`src/rtl/rgmii_rx_frame_if.sv`:
```
// rgmii_rx_frame_if: demuxed RGMII receive inputs and frame-stream outputs with counters
interface rgmii_rx_frame_if;
  logic [7:0]  rx_data_mux;
  logic [1:0]  rx_ctl_mux;
  logic [7:0]  out_data;
  logic        out_valid;
  logic        out_sof;
  logic        out_eof;
  logic        out_err;
  logic [15:0] frames_ok;
  logic [15:0] frames_bad;
  modport master (
    output rx_data_mux, rx_ctl_mux,
    input  out_data, out_valid, out_sof, out_eof, out_err, frames_ok, frames_bad
  );
  modport slave (
    input  rx_data_mux, rx_ctl_mux,
    output out_data, out_valid, out_sof, out_eof, out_err, frames_ok, frames_bad
  );
endinterface

```
`src/rtl/rgmii_rx_frame.sv`:
```
// rgmii_rx_frame: RGMII byte-stream frame receiver with preamble/SFD detect, FCS and length checks
module rgmii_rx_frame #(
  parameter int unsigned MIN_LEN = 64,
  parameter int unsigned MAX_LEN = 1518
) (
  input logic             clk,
  input logic             reset,
  rgmii_rx_frame_if.slave bus
);
  typedef enum logic [1:0] {IDLE, PREAMBLE, DATA, DROP} state_t;
  state_t      r_state;
  logic [7:0]  r_hold;
  logic        r_have;
  logic        r_first;
  logic        r_err;
  logic [10:0] r_len;
  logic [31:0] r_crc;
  logic [31:0] w_crc_nx;
  logic [31:0] w_res;
  logic        w_dv;
  logic        w_er;
  logic        w_bad;
  logic [7:0]  w_d;
  assign w_d  = bus.rx_data_mux;
  assign w_dv = bus.rx_ctl_mux[0];
  assign w_er = bus.rx_ctl_mux[0] ^ bus.rx_ctl_mux[1];
  // reflected CRC-32, LSB first; the residue is compared in its bit-reversed form
  always_comb begin
    w_crc_nx = r_crc;
    w_res    = '0;
    for (int i = 0; i < 8; i++)
      w_crc_nx = (w_crc_nx >> 1) ^ ((w_crc_nx[0] ^ w_d[i]) ? 32'hEDB88320 : 32'h0);
    for (int i = 0; i < 32; i++)
      w_res[i] = r_crc[31-i];
  end
  assign w_bad = r_err | (w_res != 32'hC704DD7B) | ({21'b0, r_len} < MIN_LEN) | ({21'b0, r_len} > MAX_LEN);
  always_ff @(posedge clk) begin
    if (reset) begin
      r_state        <= IDLE;
      r_hold         <= '0;
      r_have         <= 1'b0;
      r_first        <= 1'b0;
      r_err          <= 1'b0;
      r_len          <= '0;
      r_crc          <= 32'hFFFFFFFF;
      bus.out_data   <= '0;
      bus.out_valid  <= 1'b0;
      bus.out_sof    <= 1'b0;
      bus.out_eof    <= 1'b0;
      bus.out_err    <= 1'b0;
      bus.frames_ok  <= '0;
      bus.frames_bad <= '0;
    end else begin
      bus.out_valid <= 1'b0;
      bus.out_sof   <= 1'b0;
      bus.out_eof   <= 1'b0;
      bus.out_err   <= 1'b0;
      case (r_state)
        IDLE: if (w_dv) r_state <= (!w_er && w_d == 8'h55) ? PREAMBLE : DROP;
        PREAMBLE: begin
          if (!w_dv) r_state <= IDLE;
          else if (w_er) r_state <= DROP;
          else if (w_d == 8'hD5) begin
            r_state <= DATA;
            r_len   <= '0;
            r_crc   <= 32'hFFFFFFFF;
            r_err   <= 1'b0;
            r_have  <= 1'b0;
          end else if (w_d != 8'h55) r_state <= DROP;
        end
        DATA: begin
          if (w_dv) begin
            r_hold  <= w_d;
            r_have  <= 1'b1;
            r_first <= !r_have;
            r_len   <= (r_len == 11'h7FF) ? r_len : r_len + 11'd1;
            r_crc   <= w_crc_nx;
            if (w_er) r_err <= 1'b1;
            if (r_have) begin
              bus.out_valid <= 1'b1;
              bus.out_data  <= r_hold;
              bus.out_sof   <= r_first;
            end
          end else begin
            r_state <= IDLE;
            r_have  <= 1'b0;
            if (r_have) begin
              bus.out_valid <= 1'b1;
              bus.out_data  <= r_hold;
              bus.out_sof   <= r_first;
              bus.out_eof   <= 1'b1;
              bus.out_err   <= w_bad;
            end
            if (w_bad || !r_have) bus.frames_bad <= bus.frames_bad + 16'd1;
            else bus.frames_ok <= bus.frames_ok + 16'd1;
          end
        end
        DROP: if (!w_dv) r_state <= IDLE;
        default: r_state <= IDLE;
      endcase
    end
  end
endmodule

```
`src/flat_wrapper.sv`:
```
// flat-port wrapper written by rule: the top's interface ports become plain ports
module rgmii_rx_frame_flat 
#(
  parameter int unsigned MIN_LEN = 64,
  parameter int unsigned MAX_LEN = 1518
)
  (clk, reset, bus_rx_data_mux, bus_rx_ctl_mux, bus_out_data, bus_out_valid, bus_out_sof, bus_out_eof, bus_out_err, bus_frames_ok, bus_frames_bad);
  rgmii_rx_frame_if bus_i ();
  input logic clk;
  input logic reset;
  input wire logic [$bits(bus_i.rx_data_mux)-1:0] bus_rx_data_mux;
  input wire logic [$bits(bus_i.rx_ctl_mux)-1:0] bus_rx_ctl_mux;
  output wire logic [$bits(bus_i.out_data)-1:0] bus_out_data;
  output wire logic [$bits(bus_i.out_valid)-1:0] bus_out_valid;
  output wire logic [$bits(bus_i.out_sof)-1:0] bus_out_sof;
  output wire logic [$bits(bus_i.out_eof)-1:0] bus_out_eof;
  output wire logic [$bits(bus_i.out_err)-1:0] bus_out_err;
  output wire logic [$bits(bus_i.frames_ok)-1:0] bus_frames_ok;
  output wire logic [$bits(bus_i.frames_bad)-1:0] bus_frames_bad;
  assign bus_i.rx_data_mux = bus_rx_data_mux;
  assign bus_i.rx_ctl_mux = bus_rx_ctl_mux;
  assign bus_out_data = bus_i.out_data;
  assign bus_out_valid = bus_i.out_valid;
  assign bus_out_sof = bus_i.out_sof;
  assign bus_out_eof = bus_i.out_eof;
  assign bus_out_err = bus_i.out_err;
  assign bus_frames_ok = bus_i.frames_ok;
  assign bus_frames_bad = bus_i.frames_bad;
  rgmii_rx_frame #(.MIN_LEN(MIN_LEN), .MAX_LEN(MAX_LEN)) u_core (.clk(clk), .reset(reset), .bus(bus_i));
endmodule
```
`config.mk`:
```
export PLATFORM = sky130hd
export DESIGN_NAME = rgmii_rx_frame_flat
export DESIGN_NICKNAME = d
export VERILOG_FILES = /design/src/rtl/rgmii_rx_frame_if.sv /design/src/rtl/rgmii_rx_frame.sv /design/src/flat_wrapper.sv
export SDC_FILE = /design/constraint.sdc
export NUM_CORES = 1
export LEC_CHECK = 0
export BUFFER_PORTS_ARGS = -buffer_cell sky130_fd_sc_hd__buf_4
export CELL_PAD_IN_SITES_DETAIL_PLACEMENT = 0
export CELL_PAD_IN_SITES_GLOBAL_PLACEMENT = 1
export CORE_MARGIN = 8
export CORE_UTILIZATION = 30
export DETAILED_ROUTE_END_ITERATION = 8
export PLACE_DENSITY_LB_ADDON = 0.08
export SETUP_SLACK_MARGIN = 0.15
export SYNTH_ARGS = -nofsm -noshare
export SYNTH_HDL_FRONTEND = slang
export SYNTH_SLANG_ARGS = --single-unit
```
`constraint.sdc`:
```
create_clock -name clk -period 2.5 [get_ports clk]
set_clock_uncertainty 0.15 [all_clocks]
set_input_delay 0.25 -clock clk [delete_from_list [all_inputs] [get_ports clk]]
set_output_delay 0.25 -clock clk [all_outputs]
set_load 0.01 [all_outputs]
```
==> impl_metrics.csv, run 1 <==
group,metric,value,unit
status,status,"finished clean",
die,placementRows,47,
power,powerDensity,620,nW/µm²
routing,drt_iter0_drc,227,
setup_path,cp-startpoint,"u_core.r_crc[29]",
global_route,grt_pass1_vias,4193,
routing,first_pass_iters,6,
sta,maxSlewViolCount,0,
setup_path,cp_slowest_cell,"or4b_1",
clock_network,cts.clk_slew.worst_paths,70,ps
sta,holdWs,36.4,ps
routing,antenna_left,0,
setup_path,worst_setup_path_end_kind,"flip-flop",
yosys,yosysSeqAreaShare,0.401,
power,p_leak,0.00235,µW
setup_path,slowest_delay,530,ps
sta,setup_tns,0,ps
placement,port_buffers,55,
clock_network,cts_hold_buf,0,
routing,remaining_drc_errors,0,
setup_path,crit_required,2630,ps
die,die_y,145,µm
final_layout,final_cell_mix,"buf_4 (100), dfxtp_1 (95), xnor2_1 (60)",
final_layout,multi_input_area,2970,µm²
sta,fin_crit,2280,ps
routing,avgRoutedWirePerCell,16.7,µm
yosys,synth_enable_flop_cells,0,
sta,max_freq,438,MHz
sta,setup_viol,0,
yosys,synth.ff_latch_count,100,
clock_network,clk_latency,350,ps
yosys,synth.net_count,581,
global_route,grt_pass1_wl,23400,µm
sta,rsz0062_at_grt,"true",
die,core,16400,µm²
final_layout,num-fill-cells,1697,
setup_path,cp-start-kind,"flip-flop",
setup_path,crit_fanout,5,
setup_path,reg2reg_slack,220,ps
setup_path,worst-endpoint-arrival,2420,ps
sta,slew-limit-headroom,0.576,
routing,wl_met1,7300,µm
global_route,overflow,0,
routing,wl_met2,6730,µm
placement,placed_area,5860,µm²
global_route,track_usage,0.138,
die,num_io_pins,56,
clock_network,cts_max_level,3,
hold_path,hold_path.class,"in2reg",
power,p_clk_frac,0.387,
final_layout,final_common_cell,"buf_4",
yosys,post-synth-top-area-cell,"dfxtp_1",
yosys,netlist_area,5000,µm²
clock_network,clock_path_buffers,2,
global_route,grt_max_degree,42,
yosys,synth-async-reset-ratio,0,
die,fp.dieW,145,µm
yosys,synth.avg_cell_area,8.84,µm²
power,swShare,0.272,
setup_path,cpMostUsedCell,"nand4_1",
routing,vias,4268,
die,die_area,21000,µm²
job,cap_violations,0,
power,intPower,2900,µW
final_layout,fin_area,6420,µm²
placement,dp_hpwl,10600,µm
power,switching_power,1090,µW
yosys,yosysTopAreaCellShare,0.401,
routing,drt_wl_total,14700,µm
sta,worst-slew-pin-transition,633,ps
power,max-vdd-ir-drop,0.000314,V
clock_network,clkSinkCount,100,
clock_network,clk_root_buffer_cell,"clkbuf_16",
clock_network,cts_tree,"yes",
setup_path,r2r-end,"u_core.bus.frames_ok[14]",
final_layout,areaGrowthSynthToFinish,28.5,%
routing,via_per_inst,4.86,
setup_path,r2r-start,"u_core.r_crc[29]",
sta,fin_crit_sh,0.913,
sta,hold_viol,0,
yosys,synth_cells,565,
placement,routabilityCongestion,0.837,
global_route,antenna_found_initial,0,
routing,highest_layer,"met4",
routing,wl_met3,420,µm
yosys,synth_cell_types,58,
final_layout,insertedDiodeCount,0,
yosys,yosysWarnings,0,
setup_path,crit_type,"reg2reg",
power,power_frac_comb,0.192,
final_layout,layout-drive-gt1-share,0.245,
final_layout,nets,669,
setup_path,cp-endpoint,"u_core.bus.frames_ok[14]",
power,pwr-share-seq,0.421,
yosys,ys.flop_type,"dfxtp_1",
yosys,synth.top_cells.by_area,"dfxtp_1 (40%), xnor2_1 (11%), a21oi_1 (4.4%), nand2_1 (3.8%), nor2_1 (3.4%)",
die,start_util,0.305,
clock_network,numCtsBuffers,9,
setup_path,path_cells,"and4bb_2 > nand4_1 > nor3_4 > buf_6 > nand4_1 > or4b_1 > a21oi_1",
final_layout,layout.area.seq,2010,µm²
setup_path,rr_worst_depth,7,
[worst max-delay path, delay by kind of cell, from the launching register on]
family | cells | cell delay, ps
AOI/OAI and AO/OA | 1 | 120
buffers and inverters | 1 | 140
DFF | 1 | 320
and+or+nand+nor | 5 | 1480
[state kept, by name, indices dropped and copies added (netlist names)]
signal                 cells
u_core.r_crc              32
u_core.bus.frames_bad     16
u_core.bus.frames_ok      16
u_core.r_len              11
u_core.bus.out_data        8
u_core.r_hold              8
u_core.r_state             2
u_core.bus.out_eof         1
u_core.bus.out_err         1
u_core.bus.out_sof         1
u_core.bus.out_valid       1
u_core.r_err               1
u_core.r_first             1
u_core.r_have              1
[power groups by stage]
stage	Sequential (µW)	Clock [µW]	Combinational, µW
floorplan	1710	0	544
global placement	1710	0	775
detailed placement	1710	0	762
CTS	1670	1600	770
global route	1680	1670	835
finish	1680	1540	765
[routing by layer]
metal / GRT usage / vias to the layer above
met1: 0.185 / 2030
met5: 0 / -
met4: 0.0521 / 0
met2: 0.219 / 58
met3: 0.0224 / 15
li1: - / 2165
[cells by family after synthesis]
logic type | synth area share
xor gates and xnor gates | 0.175
and+or+nand+nor | 0.242
muxes | 0.00876
buffers and inverters | 0.0315
adders and majority gates | 0.0100
AOI/OAI and AO/OA | 0.132
DFF | 0.401
[cell usage after synthesis, drive strengths merged, types with 2 or more instances]
cell type,instances
or3,8
dfxtp,100
ha,4
a21oi,44
nand3,19
a21boi,2
or2,4
nor2b,5
nand2,51
and2,3
nand4b,3
inv,13
a21o,2
a311oi,3
mux2,3
nor3,11
a211oi,2
nand4,11
a2111oi,2
o2bb2ai,2
xnor2,70
xor2,16
o21ai,15
o31ai,9
nor2,45
o22ai,14
or4,8
buf,6
nor4b,3
nand2b,26
and3,5
nor4,9
clkbuf,21
nor3b,3
o21bai,3
and4,3
a31oi,5
[metrics by stage]
step | setup WS (ps) | total power (µW) | util | cells
finish | 217 | 3980 | 0.392 | 878
global route | 126 | 4180 | 0.392 | 878
CTS | 150 | 4050 | 0.381 | 868
detailed placement | 21.2 | 2470 | 0.357 | 849
floorplan | 342 | 2250 | - | 565
global placement | 32.6 | 2490 | 0.357 | 849
[worst min-delay path by stage]
stage	start	endpoint	slack (ps)	cells after the start
after floorplan	bus_rx_data_mux[0]	u_core.r_hold[0]	240	2
after global placement	u_core.r_hold[0]	u_core.bus.out_data[0]	290	2
after detailed placement	u_core.r_hold[6]	u_core.r_hold[6]	300	2
after CTS	bus_rx_data_mux[5]	u_core.r_hold[5]	20	3
after global routing	bus_rx_data_mux[4]	u_core.r_hold[4]	30	3
final	bus_rx_data_mux[5]	u_core.r_hold[5]	40	3
[cell type report]
| type | count | area share |
|---|---|---|
| clock buffer | 10 | 0.0372 |
| clock inverter | 6 | 0.0136 |
| inverter | 13 | 0.00760 |
| multi-input combinational | 426 | 0.463 |
| sequential | 100 | 0.313 |
| tap | 220 | 0.0429 |
| timing repair buffer | 103 | 0.123 |
[repair_timing]
action                                  4_1_cts  5_1_grt
endpoints found under the setup margin       18       27
pin swaps                                     4        9
cloned                                        0        1
gates resized for setup                       9       23
setup buffers                                 3        9
No activity file was read; power rests on OpenSTA's default activity.
==> run 2: changes to the inputs <==
--- a/config.mk
+++ b/config.mk
@@ -6,10 +6,8 @@
 export NUM_CORES = 1
 export LEC_CHECK = 0
 export BUFFER_PORTS_ARGS = -buffer_cell sky130_fd_sc_hd__buf_4
-export CELL_PAD_IN_SITES_DETAIL_PLACEMENT = 0
-export CELL_PAD_IN_SITES_GLOBAL_PLACEMENT = 1
 export CORE_MARGIN = 8
-export CORE_UTILIZATION = 30
+export CORE_UTILIZATION = 59
 export DETAILED_ROUTE_END_ITERATION = 8
 export PLACE_DENSITY_LB_ADDON = 0.08
 export SETUP_SLACK_MARGIN = 0.15
==> run 2 against run 1 <==
Final area shrank 6.1%. Flip-flop and latch count unchanged. Non-clock buffer count down 13. Via count is 3.7% higher. Largest cell class unchanged. Largest power group unchanged. Highest routed layer unchanged.
==> impl_metrics.csv, run 2 (synthesized netlist as in run 1, its figures left out) <==
group,metric,value,unit
status,status,"finished clean",
power,powerDensity,571,nW/µm²
routing,vias,4424,
global_route,grt_pass1_vias,4136,
global_route,track_usage,0.215,
setup_path,crit_type,"reg2reg",
power,intPower,2450,µW
power,power_frac_comb,0.207,
routing,first_pass_iters,5,
placement,dp_slack,114,ps
final_layout,largest_register_ffs,32,
die,core,8220,µm²
sta,setup_tns,0,ps
routing,avgRoutedWirePerCell,17.0,µm
setup_path,r2r-start,"u_core.r_crc[29]",
power,switching_power,1000,µW
placement,port_buffers,55,
hold_path,hold_path.class,"in2reg",
sta,maxSlewViolCount,0,
routing,antenna_left,0,
die,start_util,0.608,
clock_network,cts_tree,"yes",
final_layout,final_common_cell,"dfxtp_1",
die,die_y,108,µm
die,placementRows,33,
die,die_area,11700,µm²
power,pwr-share-seq,0.489,
clock_network,numCtsBuffers,9,
global_route,overflow,0,
sta,setup_viol,0,
routing,drt_wl_total,12800,µm
power,max-vdd-ir-drop,0.000311,V
clock_network,clk_latency,360,ps
final_layout,final_cell_mix,"dfxtp_1 (94), buf_4 (83), xnor2_1 (59)",
sta,worst-slew-pin-transition,580,ps
clock_network,clk_root_buffer_cell,"clkbuf_8",
sta,fin_crit,2350,ps
final_layout,num-fill-cells,637,
setup_path,cp-start-kind,"flip-flop",
die,fp.dieW,108,µm
placement,routabilityCongestion,0.921,
job,cap_violations,0,
setup_path,path_cells,"and4bb_2 > nand4_1 > nor3_4 > buf_6 > nand4_1 > or4b_1 > a21oi_1",
sta,hold_viol,0,
sta,fin_crit_sh,0.941,
power,p_leak,0.00224,µW
power,swShare,0.290,
global_route,antenna_found_initial,0,
placement,dp_hpwl,8840,µm
setup_path,slowest_delay,550,ps
final_layout,layout-drive-gt1-share,0.222,
routing,drt_iter0_drc,248,
setup_path,cpMostUsedCell,"nand4_1",
setup_path,crit_fanout,5,
routing,via_per_inst,5.90,
setup_path,cp-startpoint,"u_core.r_crc[29]",
sta,finalWorstSetupSlack,148,ps
setup_path,crit_required,2640,ps
setup_path,worst-endpoint-arrival,2490,ps
routing,remaining_drc_errors,0,
die,num_io_pins,56,
sta,rsz0062_at_grt,"true",
global_route,grt_pass1_wl,20400,µm
sta,max_freq,425,MHz
setup_path,worst_setup_path_end_kind,"flip-flop",
final_layout,largestRegisters,"u_core.r_crc (32), u_core.bus.frames_bad (16), u_core.bus.frames_ok (16)",
hold_path,min-delay-start,"bus_rx_data_mux[2]",
final_layout,top_register,"u_core.r_crc",
global_route,grt_max_degree,54,
sta,holdWs,14.3,ps
clock_network,clkSinkCount,100,
clock_network,clock_path_buffers,2,
clock_network,cts.clk_slew.worst_paths,100,ps
setup_path,cp_slowest_cell,"or4b_1",
sta,slew-limit-headroom,0.613,
clock_network,cts_max_level,3,
final_layout,insertedDiodeCount,0,
power,p_clk_frac,0.304,
final_layout,final_util,0.734,
final_layout,areaGrowthSynthToFinish,20.8,%
final_layout,nets,656,
==> run 2: cell types whose count changed in the layout (fill, tap and decap cells not counted), moves of 3 or more <==
| cell | before | now |
|---|---|---|
| a21oi_1 | 39 | 42 |
| a21oi_2 | 5 | 2 |
| clkbuf_8 | 1 | 9 |
| nor4_2 | 1 | 5 |
| buf_4 | 100 | 83 |
| clkbuf_16 | 9 | 0 |
==> run 2: cell type report <==
class | instances | area (µm²) | area share
flip-flops and latches | 100 | 2010 | 0.333
clock inverters | 7 | 73.8 | 0.0122
repair buffers | 90 | 708 | 0.117
inverters | 13 | 48.8 | 0.00809
multi-input cells | 426 | 2940 | 0.487
well taps | 105 | 131 | 0.0218
clock buffers | 9 | 124 | 0.0205
==> run 2: path summary, 6_finish.rpt <==
check                             endpoint  slack (ps)  cells past startpoint
setup / recovery  u_core.bus.frames_ok[14]         150                      7
hold / removal            u_core.r_hold[2]          10                      3
setup reg to reg  u_core.bus.frames_ok[14]         150                      7
hold reg to reg     u_core.bus.out_data[6]         310                      2
==> run 2: power by group through the flow <==
stage,combinational [µW],sequential (µW),clock (µW)
6_report,715,1690,1050
5_1_grt,774,1690,1130
4_1_cts,704,1680,1060
3_5_place_dp,693,1720,0
3_3_place_gp,687,1720,0
2_1_floorplan,544,1710,0
==> run 2: metrics by stage <==
step | total power, µW | cells | instance area, µm²
2_1_floorplan | 2250 | 565 | 5000
3_3_place_gp | 2400 | 720 | 5610
3_5_place_dp | 2410 | 720 | 5610
4_1_cts | 3450 | 741 | 5870
5_1_grt | 3590 | 750 | 6030
6_report | 3450 | 750 | 6030
==> run 2: critical path: cells and delay by family, from the launching register on <==
kind,cells,cell delay (ps)
AO/OA/AOI/OAI,1,120
AND/OR/NAND/NOR,5,1520
flip-flops,1,340
buffers and inverters,1,140
==> run 2: routing by layer <==
| layer | global-route usage | vias up | routed length [µm] |
|---|---|---|---|
| met5 | 0 | - | 0 |
| met4 | 0.0773 | 0 | 180 |
| met3 | 0.0393 | 23 | 781 |
| met2 | 0.341 | 140 | 6110 |
| met1 | 0.285 | 2129 | 5710 |
| li1 | - | 2132 | - |
==> run 2: repair_timing <==
action                     in CTS  in global routing
pin swaps                       2                 10
cloned                          0                  1
setup endpoints to repair      14                 35
setup buffers                   3                  8
resized for setup               4                 24
hold buffers                    2                  0
hold endpoints to repair        2                  0
